### src/rtl/alarm_tone_player.sv
// Alarm song sequencer and square-wave tone generator.
// Steps the music ROM address once per note slot, absorbs the ROM's one-cycle
// read latency, and toggles the speaker every half_period cycles inside the
// tone region of each slot. A short silent gap ends every slot.
module alarm_tone_player #(
   parameter int unsigned NOTE_TICKS = 15_000_000,
   parameter int unsigned GAP_TICKS  = 1_000_000
) (
   input  logic        clk,
   input  logic        rst_n,
   input  logic        enable,
   input  logic [31:0] note,
   output logic [7:0]  address,
   output logic        speaker,
   output logic        playing,
   output logic        loop_done
);

   localparam int unsigned DurW = (NOTE_TICKS > 1) ? $clog2(NOTE_TICKS) : 1;

   localparam logic [DurW-1:0] DurLast = DurW'(NOTE_TICKS - 1);
   localparam logic [DurW-1:0] ToneEnd = DurW'(NOTE_TICKS - GAP_TICKS);
   localparam logic [DurW-1:0] DurOne  = DurW'(1);

   localparam logic [2:0] ST_IDLE    = 3'd0;
   localparam logic [2:0] ST_FETCH   = 3'd1;
   localparam logic [2:0] ST_LOAD    = 3'd2;
   localparam logic [2:0] ST_PLAY    = 3'd3;
   localparam logic [2:0] ST_ADVANCE = 3'd4;

   logic [2:0]      state_q, state_d;
   logic [7:0]      address_q, address_d;
   logic            speaker_q, speaker_d;
   logic            playing_q, playing_d;
   logic            loop_done_q, loop_done_d;
   logic [31:0]     half_period_q, half_period_d;
   logic [DurW-1:0] dur_cnt_q, dur_cnt_d;
   logic [31:0]     hp_cnt_q, hp_cnt_d;

   // Next-state logic; a low enable overrides every state, including ADVANCE.
   always_comb begin
      state_d       = state_q;
      address_d     = address_q;
      speaker_d     = speaker_q;
      half_period_d = half_period_q;
      dur_cnt_d     = dur_cnt_q;
      hp_cnt_d      = hp_cnt_q;
      loop_done_d   = 1'b0;

      if (!enable) begin
         state_d       = ST_IDLE;
         address_d     = 8'd0;
         speaker_d     = 1'b0;
         half_period_d = 32'd0;
         dur_cnt_d     = '0;
         hp_cnt_d      = 32'd0;
      end else begin
         case (state_q)
            ST_IDLE: begin
               address_d     = 8'd0;
               speaker_d     = 1'b0;
               half_period_d = 32'd0;
               dur_cnt_d     = '0;
               hp_cnt_d      = 32'd0;
               state_d       = ST_FETCH;
            end
            // ROM is registering note for the current address this cycle.
            ST_FETCH: begin
               state_d = ST_LOAD;
            end
            ST_LOAD: begin
               half_period_d = note;
               dur_cnt_d     = '0;
               hp_cnt_d      = 32'd0;
               speaker_d     = 1'b0;
               state_d       = ST_PLAY;
            end
            ST_PLAY: begin
               dur_cnt_d = dur_cnt_q + DurOne;
               if (dur_cnt_q == DurLast) begin
                  state_d = ST_ADVANCE;
               end
               if ((dur_cnt_q < ToneEnd) && (half_period_q != 32'd0)) begin
                  if (hp_cnt_q == half_period_q - 32'd1) begin
                     speaker_d = ~speaker_q;
                     hp_cnt_d  = 32'd0;
                  end else begin
                     hp_cnt_d = hp_cnt_q + 32'd1;
                  end
               end else begin
                  // Gap region or rest: silence and keep the phase counter parked.
                  speaker_d = 1'b0;
                  hp_cnt_d  = 32'd0;
               end
            end
            ST_ADVANCE: begin
               address_d   = address_q + 8'd1;
               loop_done_d = (address_q == 8'hff);
               state_d     = ST_FETCH;
            end
            default: begin
               state_d = ST_IDLE;
            end
         endcase
      end

      playing_d = (state_d != ST_IDLE);
   end

   // State and registered outputs, cleared asynchronously by rst_n.
   always_ff @(posedge clk or negedge rst_n) begin
      if (!rst_n) begin
         state_q       <= ST_IDLE;
         address_q     <= 8'd0;
         speaker_q     <= 1'b0;
         playing_q     <= 1'b0;
         loop_done_q   <= 1'b0;
         half_period_q <= 32'd0;
         dur_cnt_q     <= '0;
         hp_cnt_q      <= 32'd0;
      end else begin
         state_q       <= state_d;
         address_q     <= address_d;
         speaker_q     <= speaker_d;
         playing_q     <= playing_d;
         loop_done_q   <= loop_done_d;
         half_period_q <= half_period_d;
         dur_cnt_q     <= dur_cnt_d;
         hp_cnt_q      <= hp_cnt_d;
      end
   end

   assign address   = address_q;
   assign speaker   = speaker_q;
   assign playing   = playing_q;
   assign loop_done = loop_done_q;

endmodule

### config.mk
export PLATFORM = sky130hd
export DESIGN_NAME = alarm_tone_player
export DESIGN_NICKNAME = d
export VERILOG_FILES = /design/src/rtl/alarm_tone_player.sv
export SDC_FILE = /design/constraint.sdc
export NUM_CORES = 1
export LEC_CHECK = 0
export CAP_MARGIN = 5
export CORE_ASPECT_RATIO = 0.8
export CORE_MARGIN = 5
export CORE_UTILIZATION = 48
export DETAILED_ROUTE_END_ITERATION = 12
export GPL_TIMING_DRIVEN = 0
export PLACE_DENSITY = 0.67
export SETUP_SLACK_MARGIN = 0.05
export SLEW_MARGIN = 20
export SYNTH_ARGS = -nofsm -noshare
export SYNTH_HDL_FRONTEND = slang
export SYNTH_SLANG_ARGS = --single-unit
### constraint.sdc
create_clock -name clk -period 4.05 [get_ports clk]
set_input_delay 0.81 -clock clk [delete_from_list [all_inputs] [get_ports clk]]
set_output_delay 0.81 -clock clk [all_outputs]
set_load 0.05 [all_outputs]
==> summary.md <==
| Metric | Value |
|---|---|
| Status | finished clean |
| Synthesis-to-finish area growth | 16.89% |
| IO buf count | 45 |
| VDD IR max | 241.3 uV |
| RSZ-0062 raised after global routing | false |
| 1st-pass router iterations | 5 |
| First-pass GRT wire length | 27140 um |
| Cell Area, Synth | 6133 um2 |
| Worst min-delay path category | input pin to asynchronous set/reset pin |
| Asr flop ratio synth | 1.000 |
| Row count | 37 |
| DRC errors left | 0 |
| Die area | 15150 um2 |
| CTS sink count | 102 |
| Switching power | 0.0006021 W |
| Area contributors post-synth | dfrtp_1, a22o_1, nand2_1 |
| Seq/Total Area, Yosys | 0.4162 |
| Die H | 111.1 um |
| Vias per cell | 6.072 |
| GRT Total Usage | 0.2222 |
| Final Hold Viols | 0 |
| # diodes | 0 |
| Crit path kind | flop to flop |
| # hold bufs at CTS | 0 |
| Top Layer Used | met4 |
| DP Area | 6832 um2 |
| Final wirelength | 16330 um |
| Ys Warns | 0 |
| # IOs | 46 |
| Total CTS buffers | 9 |
| Area leader, netlist | dfrtp_1 |
| Reg power frac | 0.438 |
| Largest net degree at the start of global routing | 76 |
| Vias | 5629 |
| Crit. End Element | flop |
| Leak Pwr | 2.884 nW |
| Post-synth EDFFs | 0 |
| Post-CTS sizing | 0 |
| Crit-path max FO | 10 |
| Gate Count Post-Synth | 691 |
| Actual slew at the worst max-slew pin | 1.112 ns |
| Worst setup margin | 0.4568 ns |
| #FFs+latches synth | 102 |
| Switching share of power | 0.2508 |
| GRT overflow | 0 |
| Starting Density | 0.4835 |
| Met2 WL | 7041 um |
| DR WL/cell | 17.62 um |
| Initial antenna violation count | 0 |
| Highest Clock Rate | 278.3 MHz |
| TritonCTS clock tree | done |
| Clock Pin Slew Worst Setup and Hold Paths | 0.07 ns |
| DPL Wire Length | 11900 um |
| Post-synth top flop | dfrtp_1 |
| Final Cell Area | 7169 um2 |
| Synth cell types | 67 |
| Slew Viols, Final | 0 |
| Clk buf depth | 2 |
| Worst-skew pair later-pin latency | 0.35 ns |
| Comb pwr share | 0.148 |
| Clock root buffer | clkbuf_16 |
| Detailed Route Iter0 Violations | 595 |
| Internal Power | 0.001799 W |
| Share of the synthesized area in the top cell type | 0.4162 |
| Max Clock Skew | 0.007018 ns |
| H-tree depth | 3 |
| Fin nets | 787 |
| Max Cap Viol | 0 |
| Share of layout cells above drive strength 1 | 0.05319 |
| Power per cell area | 334.9 nW/um2 |
| Setup repair bufs after CTS | 0 |
| Startpoint types | flop |
| Setup violations, final | 0 |
| Minimum clock period | 3.593 ns |
| Met3 wire len | 1165 um |
| Die Span X | 136.4 um |
| Antenna Nets Post-Route | 0 |
| WL met1 | 7898 um |
| Core area | 12680 um2 |
| Dpl ws | 0.4997 ns |
| WP data arrival | 3.81 ns |
| Worst path required time | 4.27 ns |
| Crit share post-route | 0.8872 |
| Vias in the first global route | 5224 |
| Rel. slew slack | 0.2529 |
| Clock share of power | 0.413 |
| Placer Congestion | 0.9223 |
| Mapped Avg Cell Area | 8.876 um2 |
| Syn Nets | 730 |
[layer usage]
layer | GRT usage | up-vias
li1 | - | 2678
met1 | 0.3373 | 2743
met2 | 0.3177 | 186
met3 | 0.05581 | 22
met4 | 0.05104 | 0
met5 | 0 | -
[state kept, by name, indices dropped and copies added (netlist names)]
register and cells:
half_period_q 32, hp_cnt_q 32, dur_cnt_q 24, address 8
state_q 3, loop_done 1, playing 1, speaker 1
[cells in the mapped netlist (4+ instances only)]
| cell | number |
|---|---|
| or3_1 | 10 |
| or4_1 | 8 |
| nand2b_1 | 5 |
| nor4b_1 | 4 |
| o31ai_1 | 13 |
| and3_1 | 13 |
| dfrtp_1 | 102 |
| inv_1 | 14 |
| xor2_1 | 16 |
| clkbuf_1 | 33 |
| nor3b_1 | 5 |
| o211ai_1 | 7 |
| o21ai_0 | 45 |
| nand4_1 | 20 |
| nand4b_1 | 4 |
| ha_1 | 4 |
| o22ai_1 | 4 |
| nor2b_1 | 5 |
| o311ai_0 | 4 |
| a21oi_1 | 23 |
| xnor2_1 | 36 |
| a22o_1 | 37 |
| nand3_1 | 36 |
| buf_2 | 5 |
| nor4_1 | 17 |
| nor3_1 | 21 |
| nor2_1 | 39 |
| a31oi_1 | 14 |
| o21a_1 | 5 |
| nand2_1 | 85 |
[final cells by class]
| class | instances | area (um2) |
|---|---|---|
| Multi-Input combinational cell | 532 | 3342 |
| Sequential cell | 102 | 2552 |
| Timing Repair Buffer | 46 | 479.2 |
| Clock buffer | 11 | 242.7 |
| Buffer | 43 | 186.4 |
| Clock inverter | 4 | 95.09 |
| Tap cell | 175 | 219.0 |
| Inverter | 14 | 52.55 |
| Fill cell | 1141 | 5515 |
[cells by family after synthesis]
family / Yosys count / synth area share
buffers and inverters: 57 / 0.03896
flip-flops: 102 / 0.4162
AND/OR/NAND/NOR: 298 / 0.2615
multiplexers: 2 / 0.003264
XOR/XNOR: 52 / 0.07425
AO/OA/AOI/OAI: 176 / 0.1977
adder cells (fa/ha/maj): 4 / 0.008160
[critical path, stage by stage (launching register included)]
cell and delay [ns]:
dfrtp_1 0.36, clkbuf_1 0.19, nor4_1 0.76, nand4_1 0.33
or4b_2 0.71, a31oi_1 0.16, o22a_1 0.19, nand4_2 0.19
nand2_2 0.18, buf_6 0.17, buf_6 0.15, a21oi_1 0.07
[through the flow]
stage / TNS (ns) / hold WS (ns) / power (W) / std cells / util
2_1_floorplan: 0 / 0.4650 / 0.001293 / 691 / -
3_3_place_gp: -177.50 / 0.4976 / 0.001412 / 911 / 0.5363
3_5_place_dp: 0 / 0.5022 / 0.001421 / 912 / 0.5386
4_1_cts: 0 / 0.3155 / 0.002425 / 927 / 0.5652
5_1_grt: 0 / 0.3259 / 0.002504 / 927 / 0.5652
6_report: 0 / 0.3181 / 0.002401 / 927 / 0.5652
[power by group through the flow]
stage	clock network [W]	registers, W	logic [W]
4_1_cts	0.00102	0.00105	0.000353
3_5_place_dp	0	0.00107	0.000350
2_1_floorplan	0	0.00107	0.000223
5_1_grt	0.00106	0.00105	0.000389
3_3_place_gp	0	0.00107	0.000340
6_report	0.000992	0.00105	0.000356
[cell usage in the layout, fill, tap and decap left out, drive strengths merged, types with 3 or more instances in the layout]
master,Yosys,layout
dfrtp,102,102
a31oi,14,14
xor2,16,16
nor4,20,20
inv,14,14
or2,3,3
nand2b,5,5
clkdlybuf4s50,0,44
bufinv,0,3
o22ai,4,4
xnor2,36,36
ha,4,4
or3,10,10
and4,3,3
nand3,36,36
o211ai,7,7
o31ai,13,13
a41oi,3,3
nand4b,4,4
nor3,21,21
buf,10,12
nor2b,5,5
and2,3,3
a22o,37,37
nand4,21,21
o21ai,47,47
nand2,86,86
o311ai,4,4
a21oi,23,23
nor3b,6,6
clkbuf,33,44
nor4b,4,4
o21a,5,5
nor2,39,39
or4,8,8
and3,13,13
[final timing paths]
kind / depth (start not counted) / from / to / slack (ns)
setup / recovery: 11 / half_period_q[10] / hp_cnt_q[24] / 0.46
hold / removal: 1 / rst_n / address[3] / 0.32
setup reg to reg: 11 / half_period_q[10] / hp_cnt_q[24] / 0.46
hold reg to reg: 1 / address[7] / address[7] / 0.51
max in group asynchronous: 2 / rst_n / half_period_q[0] / 3.06
min in group clk: 1 / address[7] / address[7] / 0.51
Note: power is estimated with default switching activity, not from simulation.
